==> config.mk <==
export PLATFORM = sky130hd
export DESIGN_NAME = alu_arbiter
export DESIGN_NICKNAME = d
export VERILOG_FILES = /design/src/rtl/alu_arbiter.sv
export SDC_FILE = /design/constraint.sdc
export NUM_CORES = 1
export LEC_CHECK = 0
export ABC_CLOCK_PERIOD_IN_PS = 3400
export CORE_ASPECT_RATIO = 1.5
export CORE_MARGIN = 2
export CORE_UTILIZATION = 52
export DETAILED_ROUTE_END_ITERATION = 8
export GPL_ROUTABILITY_DRIVEN = 0
export HOLD_SLACK_MARGIN = 0.03
export PLACE_DENSITY = 0.79
export SYNTH_ARGS = -nofsm -noshare
export SYNTH_HDL_FRONTEND = slang
export SYNTH_HIERARCHICAL = 1
export SYNTH_SLANG_ARGS = --single-unit
==> constraint.sdc <==
create_clock -name clk -period 3.4 [get_ports clk]
set_input_delay 0.34 -clock clk [delete_from_list [all_inputs] [get_ports clk]]
set_output_delay 0.34 -clock clk [all_outputs]
set_load 0.01 [all_outputs]
==> src/rtl/alu_arbiter.sv <==
// Round-robin arbiter that sequences two requesters onto one shared 4-bit ALU.
// Each accepted op runs IDLE -> EXEC -> RESP and answers on the owner's response channel.

module alu_arbiter_alu (
    input  logic [3:0] i_op,
    input  logic [3:0] i_a,
    input  logic [3:0] i_b,
    output logic [3:0] o_result_c,
    output logic       o_zero_c
);
    localparam int unsigned DATA_W = 4;

    // Results wrap modulo 2^DATA_W; unknown codes yield zero.
    always_comb begin
        o_result_c = '0;
        case (i_op)
            4'b0000: o_result_c = i_a & i_b;
            4'b0001: o_result_c = i_a | i_b;
            4'b0010: o_result_c = i_a + i_b;
            4'b0100: o_result_c = i_a - i_b;
            4'b1000: o_result_c = DATA_W'(i_a < i_b);
            4'b0011: o_result_c = i_a << i_b[1:0];
            4'b0101: o_result_c = i_a >> i_b[1:0];
            4'b0110: o_result_c = i_a * i_b;
            4'b0111: o_result_c = i_a ^ i_b;
            default: o_result_c = '0;
        endcase
    end

    assign o_zero_c = (o_result_c == '0);
endmodule

module alu_arbiter (
    input  logic       clk,
    input  logic       reset,
    input  logic       req0_valid,
    output logic       req0_ready,
    input  logic [3:0] req0_op,
    input  logic [3:0] req0_a,
    input  logic [3:0] req0_b,
    input  logic       req1_valid,
    output logic       req1_ready,
    input  logic [3:0] req1_op,
    input  logic [3:0] req1_a,
    input  logic [3:0] req1_b,
    output logic       rsp0_valid,
    input  logic       rsp0_ready,
    output logic [3:0] rsp0_result,
    output logic       rsp0_zero,
    output logic       rsp1_valid,
    input  logic       rsp1_ready,
    output logic [3:0] rsp1_result,
    output logic       rsp1_zero
);
    localparam int unsigned DATA_W = 4;
    localparam int unsigned OP_W   = 4;

    typedef enum logic [1:0] {
        ST_IDLE = 2'd0,
        ST_EXEC = 2'd1,
        ST_RESP = 2'd2
    } state_t;

    state_t             r_state;
    logic [OP_W-1:0]    r_op;
    logic [DATA_W-1:0]  r_a;
    logic [DATA_W-1:0]  r_b;
    logic [DATA_W-1:0]  r_result;
    logic               r_zero;
    logic               r_owner;
    logic               r_last_grant;
    logic               r_rsp0_valid;
    logic               r_rsp1_valid;

    logic               w_grant0;
    logic               w_grant1;
    logic               w_rsp_hs;
    logic [DATA_W-1:0]  w_alu_result;
    logic               w_alu_zero;

    alu_arbiter_alu u_alu (
        .i_op       (r_op),
        .i_a        (r_a),
        .i_b        (r_b),
        .o_result_c (w_alu_result),
        .o_zero_c   (w_alu_zero)
    );

    // Grant only in IDLE and never while reset is asserted; contention goes to the one not served last.
    always_comb begin
        w_grant0 = 1'b0;
        w_grant1 = 1'b0;
        if ((r_state == ST_IDLE) && !reset) begin
            if (req0_valid && req1_valid) begin
                w_grant0 = r_last_grant;
                w_grant1 = !r_last_grant;
            end else begin
                w_grant0 = req0_valid;
                w_grant1 = req1_valid;
            end
        end
    end

    assign req0_ready = w_grant0;
    assign req1_ready = w_grant1;
    assign w_rsp_hs   = r_owner ? (r_rsp1_valid && rsp1_ready)
                                : (r_rsp0_valid && rsp0_ready);

    always_ff @(posedge clk) begin
        if (reset) begin
            r_state      <= ST_IDLE;
            r_op         <= '0;
            r_a          <= '0;
            r_b          <= '0;
            r_result     <= '0;
            r_zero       <= 1'b0;
            r_owner      <= 1'b0;
            r_last_grant <= 1'b1;
            r_rsp0_valid <= 1'b0;
            r_rsp1_valid <= 1'b0;
        end else begin
            case (r_state)
                ST_IDLE: begin
                    if (w_grant0 || w_grant1) begin
                        r_op         <= w_grant1 ? req1_op : req0_op;
                        r_a          <= w_grant1 ? req1_a  : req0_a;
                        r_b          <= w_grant1 ? req1_b  : req0_b;
                        r_owner      <= w_grant1;
                        r_last_grant <= w_grant1;
                        r_state      <= ST_EXEC;
                    end
                end
                ST_EXEC: begin
                    r_result     <= w_alu_result;
                    r_zero       <= w_alu_zero;
                    r_rsp0_valid <= !r_owner;
                    r_rsp1_valid <= r_owner;
                    r_state      <= ST_RESP;
                end
                ST_RESP: begin
                    // Result stays frozen until the owner takes it.
                    if (w_rsp_hs) begin
                        r_rsp0_valid <= 1'b0;
                        r_rsp1_valid <= 1'b0;
                        r_state      <= ST_IDLE;
                    end
                end
                default: r_state <= ST_IDLE;
            endcase
        end
    end

    assign rsp0_valid  = r_rsp0_valid;
    assign rsp1_valid  = r_rsp1_valid;
    assign rsp0_result = r_result;
    assign rsp1_result = r_result;
    assign rsp0_zero   = r_zero;
    assign rsp1_zero   = r_zero;
endmodule
After elaboration in Yosys (flattened, before gate mapping)
Index checks and enable logic that the tools add are counted.
- output and inout port bits: 14
- logic and storage cells: 61
- flip-flop bits (word level): 23
- add/sub/neg operators: 2
- shifts and indexed selects: 2
- reduce and logical (&&, ||, !) cells: 15
- bitwise operators: 3
- muxes and demuxes: 15
- magnitude comparators: 1
- eq/ne operators: 12
- $mul: 1
- operators by type and width (kind ; number):
    4-bit case mux with 9 select lines ; 1
    4-bit by 3-bit == test with 1-bit output (second input constant) ; 4
    4-bit 2-to-1 mux ; 3
    4-bit by 2-bit == test with 1-bit output (second input constant) ; 2
    4-bit logical NOT ; 2
    1-bit 2-to-1 mux ; 6
    2-bit case mux with 3 select lines ; 1
    2-bit AND reduction ; 3
    4-bit adder ; 1
    4-bit bitwise AND ; 1
    4-bit by 1-bit == test with 1-bit output (second input constant) ; 1
    4-bit == test (second input constant) ; 1
    1-bit logical AND ; 4
    4-bit less-than comparator ; 1
    4-bit by 4-bit multiplier with 4-bit output ; 1
    2-bit 2-to-1 mux ; 2
    4-bit bitwise OR ; 1
    1-bit case mux with 2 select lines ; 2
    4-bit by 2-bit << shifter with 4-bit output ; 1
    4-bit by 2-bit right shift with 4-bit output ; 1
    4-bit subtractor ; 1
    4-bit bitwise XOR ; 1
    1-bit logical NOT ; 3
    2-bit by 1-bit == test with 1-bit output (second input constant) ; 1
    other kinds (6) ; 6

Longest topological paths before layout
- depth after elaboration: 6
- gate-level depth with buffers: 13
- mapped depth without buffers: 13

Hierarchy
Netlist, hierarchy kept.
- modules (own cells, without submodules) (module ; sequential area each (um^2) ; cells an instance ; times used ; area an instance (um^2)):
    alu_arbiter ; 460.4 ; 127 ; 1 ; 1124.8
    alu_arbiter_alu ; 0.0 ; 132 ; 1 ; 938.4

Worst setup path before layout
No wires, ideal clock.
- kind: register -> register
- start: register r_a[1]
- end: register r_zero, in the netlist rsp0_zero
- setup time: 0.065 ns
- setup slack: 0.767 ns
- arrival time: 2.568 ns
- stages on the path, launching flop included: 13
- data required time: 3.335 ns
- path buffers: 0
- path through: dfxtp_1 -> ha_1 -> ha_1 -> ha_1 -> ha_1 -> xnor2_1 -> xnor2_1 -> xnor3_1 -> a221oi_2 -> o31ai_1 -> nor4_2 -> mux2i_1 -> nor2_1
- cells in the longest elaborated chain, start to end: 3
- ends and longest elaborated chain (element ; line ; source):
    start, declared ; 66 ; logic [DATA_W-1:0] r_a;
    start signal, assigned ; 126 ; r_a <= w_grant1 ? req1_a : req0_a;
    4-bit by 4-bit multiplier with 4-bit output, or another cell as far along ; 24 ; 4'b0110: o_result_c = i_a * i_b;
    4-bit case mux with 9 select lines (*) ; 16 ; case (i_op)
    net w_alu_result[3] ; 78 ; logic [DATA_W-1:0] w_alu_result;
    4-bit logical NOT (*) ; 30 ; assign o_zero_c = (o_result_c == '0);
    net w_alu_zero ; 79 ; logic w_alu_zero;
    end signal, assigned ; 135 ; r_zero <= w_alu_zero;
    end, declared ; 69 ; logic r_zero;
Mark *: on every way through the listed nets, which the timed path passes. The rest lies on a longest branch.
A chain may end at the register's enable or synchronous reset.

Final worst setup path
- start: register r_b[1]
- end: register r_zero, in the netlist rsp0_zero
- cells in the longest elaborated chain, start to end: 3
- ends and longest elaborated chain (element ; line ; source):
    start, declared ; 67 ; logic [DATA_W-1:0] r_b;
    start signal, assigned ; 127 ; r_b <= w_grant1 ? req1_b : req0_b;
    4-bit by 4-bit multiplier with 4-bit output, or another cell as far along ; 24 ;
    4-bit case mux with 9 select lines (*) ; 16 ;
    net w_alu_result[3] ; 78 ;
    4-bit logical NOT (*) ; 30 ;
    net w_alu_zero ; 79 ;
Marks and branches as above.

==> results.cfg <==
[sta]
max_slew_margin = 0.476
fin_skew_ns = 0.00241
max_clock_freq_ghz = 0.334
tns_ns = 0
post-route-min-period_ns = 3.00
setup_viol = 0
report.final.slew_viol_count = 0
whs_ns = 0.534
timing.final.crit_share = 0.881
finalHoldViolations = 0
worst_slew_pin_slew_ns = 0.784
fin_ws_ns = 0.404
rsz0062_at_grt = no

[synth]
syn_area_sq_um = 2060
syn-num-nets = 308
yosysWarnings = 6
synth_edf_count = 0
ys.flop_type = dfxtp_1
synthArstFlopShare = 0
synth-seq-cells = 23
avgSynthCellArea_sq_um = 7.97
yosysUniqueCellTypes = 56
syn_inst = 259
yosysSeqAreaShare = 0.223

[outcome]
status = finished clean

[clock_network]
cts_hold_buf = 0
htree_levels = 1
clock_path_buffers = 2
cts_inserted_buffers = 3
cts_sinks = 23
cts_resized = 0
post_cts_buffers = 0
clockRootBuffer = clkbuf_8
clk_pin_slew_worst_paths_ns = 0.08
cts_tree = built
clock_latency_ns = 0.26

[grt]
grt_pass1_wl_um = 8550
grt_usage = 0.240
grt_start_max_net_pins = 25
antenna_found_initial = 0
gr-total-overflow = 0
grt_pass1_vias = 1875

[floorplan]
chipHeight_um = 81.1
coreArea_sq_um = 3890
dieArea_sq_um = 4500
start_util = 0.531
ios = 44
die_width_um = 55.4
num_rows = 28

[setup_path]
worstSetupPathType = register to register
max_stage_delay_ns = 0.53
cp_slowest_cell = dfxtp_1
crit_top_cell = ha_1
crit_family = adder cells
cp_cell_sequence = ha_1 > ha_1 > ha_1 > ha_1 > xnor2_1 > xnor2_1 > xnor3_1 > a221oi_2 > o31ai_1 > nor4_2 > mux2i_1 > nor2_1
critPathBufInv = 0
critPathMaxFanout = 13
cp_num_cells = 12
arrival_ns = 3.20
worst_r2r_path_depth = 12
cp-end-kind = register
cp_data_required_time_ns = 3.60
reg2reg_slack_ns = 0.40
cp-start-kind = register

[power_and_ir_drop]
peakVddDrop_mv = 0.280
p_leak_nw = 0.944
power.density_nw_per_um2 = 344

[detailed_routing]
wire_per_inst_um = 15.7
initialDrtViolationCount = 62
vias = 1963
ant_nets = 0
route.detailed.drc = 0
via_per_inst = 5.89
routed_wl_um = 5240
dr.pass1.iters = 4

[run]
cap_violations = 0

[layout]
n_antenna_cell = 0
drive_gt1_frac = 0.0625
syn_to_final_growth_pct = 20.2
post-route-cell-area_sq_um = 2480
nFillCells = 354
fin_nets = 338
layout_commonest_cell = clkdlybuf4s50_1
layout_common_cells = clkdlybuf4s50_1, dfxtp_1, a21oi_1

[placement]
place_area_sq_um = 2430
numPortBuffers = 43
dp_hpwl_um = 4030
dp_slack_ns = 0.471

[worst_hold_path]
min_path_type = register to register
min_path_cells = 2
path summary, 6_finish.rpt:
kind	start	end
max	r_b[1]	rsp0_zero
max reg2reg	r_b[1]	rsp0_zero
min	rsp0_result[1]	rsp0_result[1]
min reg2reg	rsp0_result[1]	rsp0_result[1]
flip-flops by register name, summed over array words and instances (netlist names):
signal	flops
rsp1_valid	1
rsp0_valid	1
r_owner	1
r_op	4
r_last_grant	1
r_a	4
r_state	2
rsp0_result	4
r_b	4
rsp0_zero	1
layer usage:
layer	vias up	GRT usage	share of wire
li1	981	-	-
met1	900	0.264	0.40
met2	62	0.437	0.52
met3	20	0.0287	0.031
met5	-	0	0
met4	0	0.146	0.050
cells by family after synthesis:
kind of cell             after synthesis  synth area share
AND/OR/NAND/NOR                       83             0.221
AO/OA/AOI/OAI                         78             0.249
buffers and inverters                 40             0.103
flip-flops                            23             0.223
adder cells (fa/ha/maj)               19             0.122
multiplexers                           9            0.0449
XOR/XNOR                               7            0.0364
synthesized netlist by cell type (2+ instances only):
master / instances / area (sq um)
dfxtp_1: 23 / 460
a21oi_1: 20 / 100
nor2_1: 19 / 71.3
inv_1: 18 / 67.6
ha_1: 17 / 213
nand2_1: 15 / 56.3
nand3_1: 15 / 75.1
a311oi_1: 12 / 105
o21ai_0: 11 / 55.1
o21ai_1: 10 / 50.1
buf_2: 8 / 40.0
buf_4: 8 / 60.1
nor2b_1: 8 / 50.1
mux2i_1: 7 / 70.1
a31oi_1: 4 / 25.0
nand2b_1: 4 / 25.0
nand3b_1: 4 / 30.0
xnor2_1: 4 / 35.0
buf_6: 3 / 33.8
clkbuf_1: 3 / 11.3
nor3_1: 3 / 15.0
o22ai_1: 3 / 18.8
a21o_1: 2 / 15.0
fa_1: 2 / 40.0
mux2_2: 2 / 22.5
nand4_1: 2 / 12.5
o211ai_1: 2 / 15.0
xor2_1: 2 / 17.5
power breakdown:
part           total (mW)  switching, mW  internal [mW]  leakage, nW
Sequential          0.350         0.0538          0.296        0.189
Combinational       0.336          0.172          0.165        0.732
Clock               0.166         0.0826         0.0834       0.0228
worst register-to-register path, cell delays in order (launching register included):
cell and delay (ns):
dfxtp_1 0.53, ha_1 0.28, ha_1 0.25, ha_1 0.29, ha_1 0.21, xnor2_1 0.19, xnor2_1 0.15, xnor3_1 0.24
a221oi_2 0.26, o31ai_1 0.15, nor4_2 0.18, mux2i_1 0.12, nor2_1 0.10
final cells by class:
type                       instances  area [sq um]  area share
multi-input combinational        196          1390       0.561
sequential                        23           460       0.186
clock buffer                       4          45.0      0.0182
tap                               45          56.3      0.0227
timing repair buffer              47           460       0.186
inverter                          18          67.6      0.0272
metrics by stage:
stage	util	power, mW	cells
finish	0.638	0.852	333
global route	0.638	0.910	333
CTS	0.638	0.854	333
detailed placement	0.626	0.689	329
global placement	0.626	0.682	329
floorplan	-	0.582	259
(Power assumes the default switching activity.)
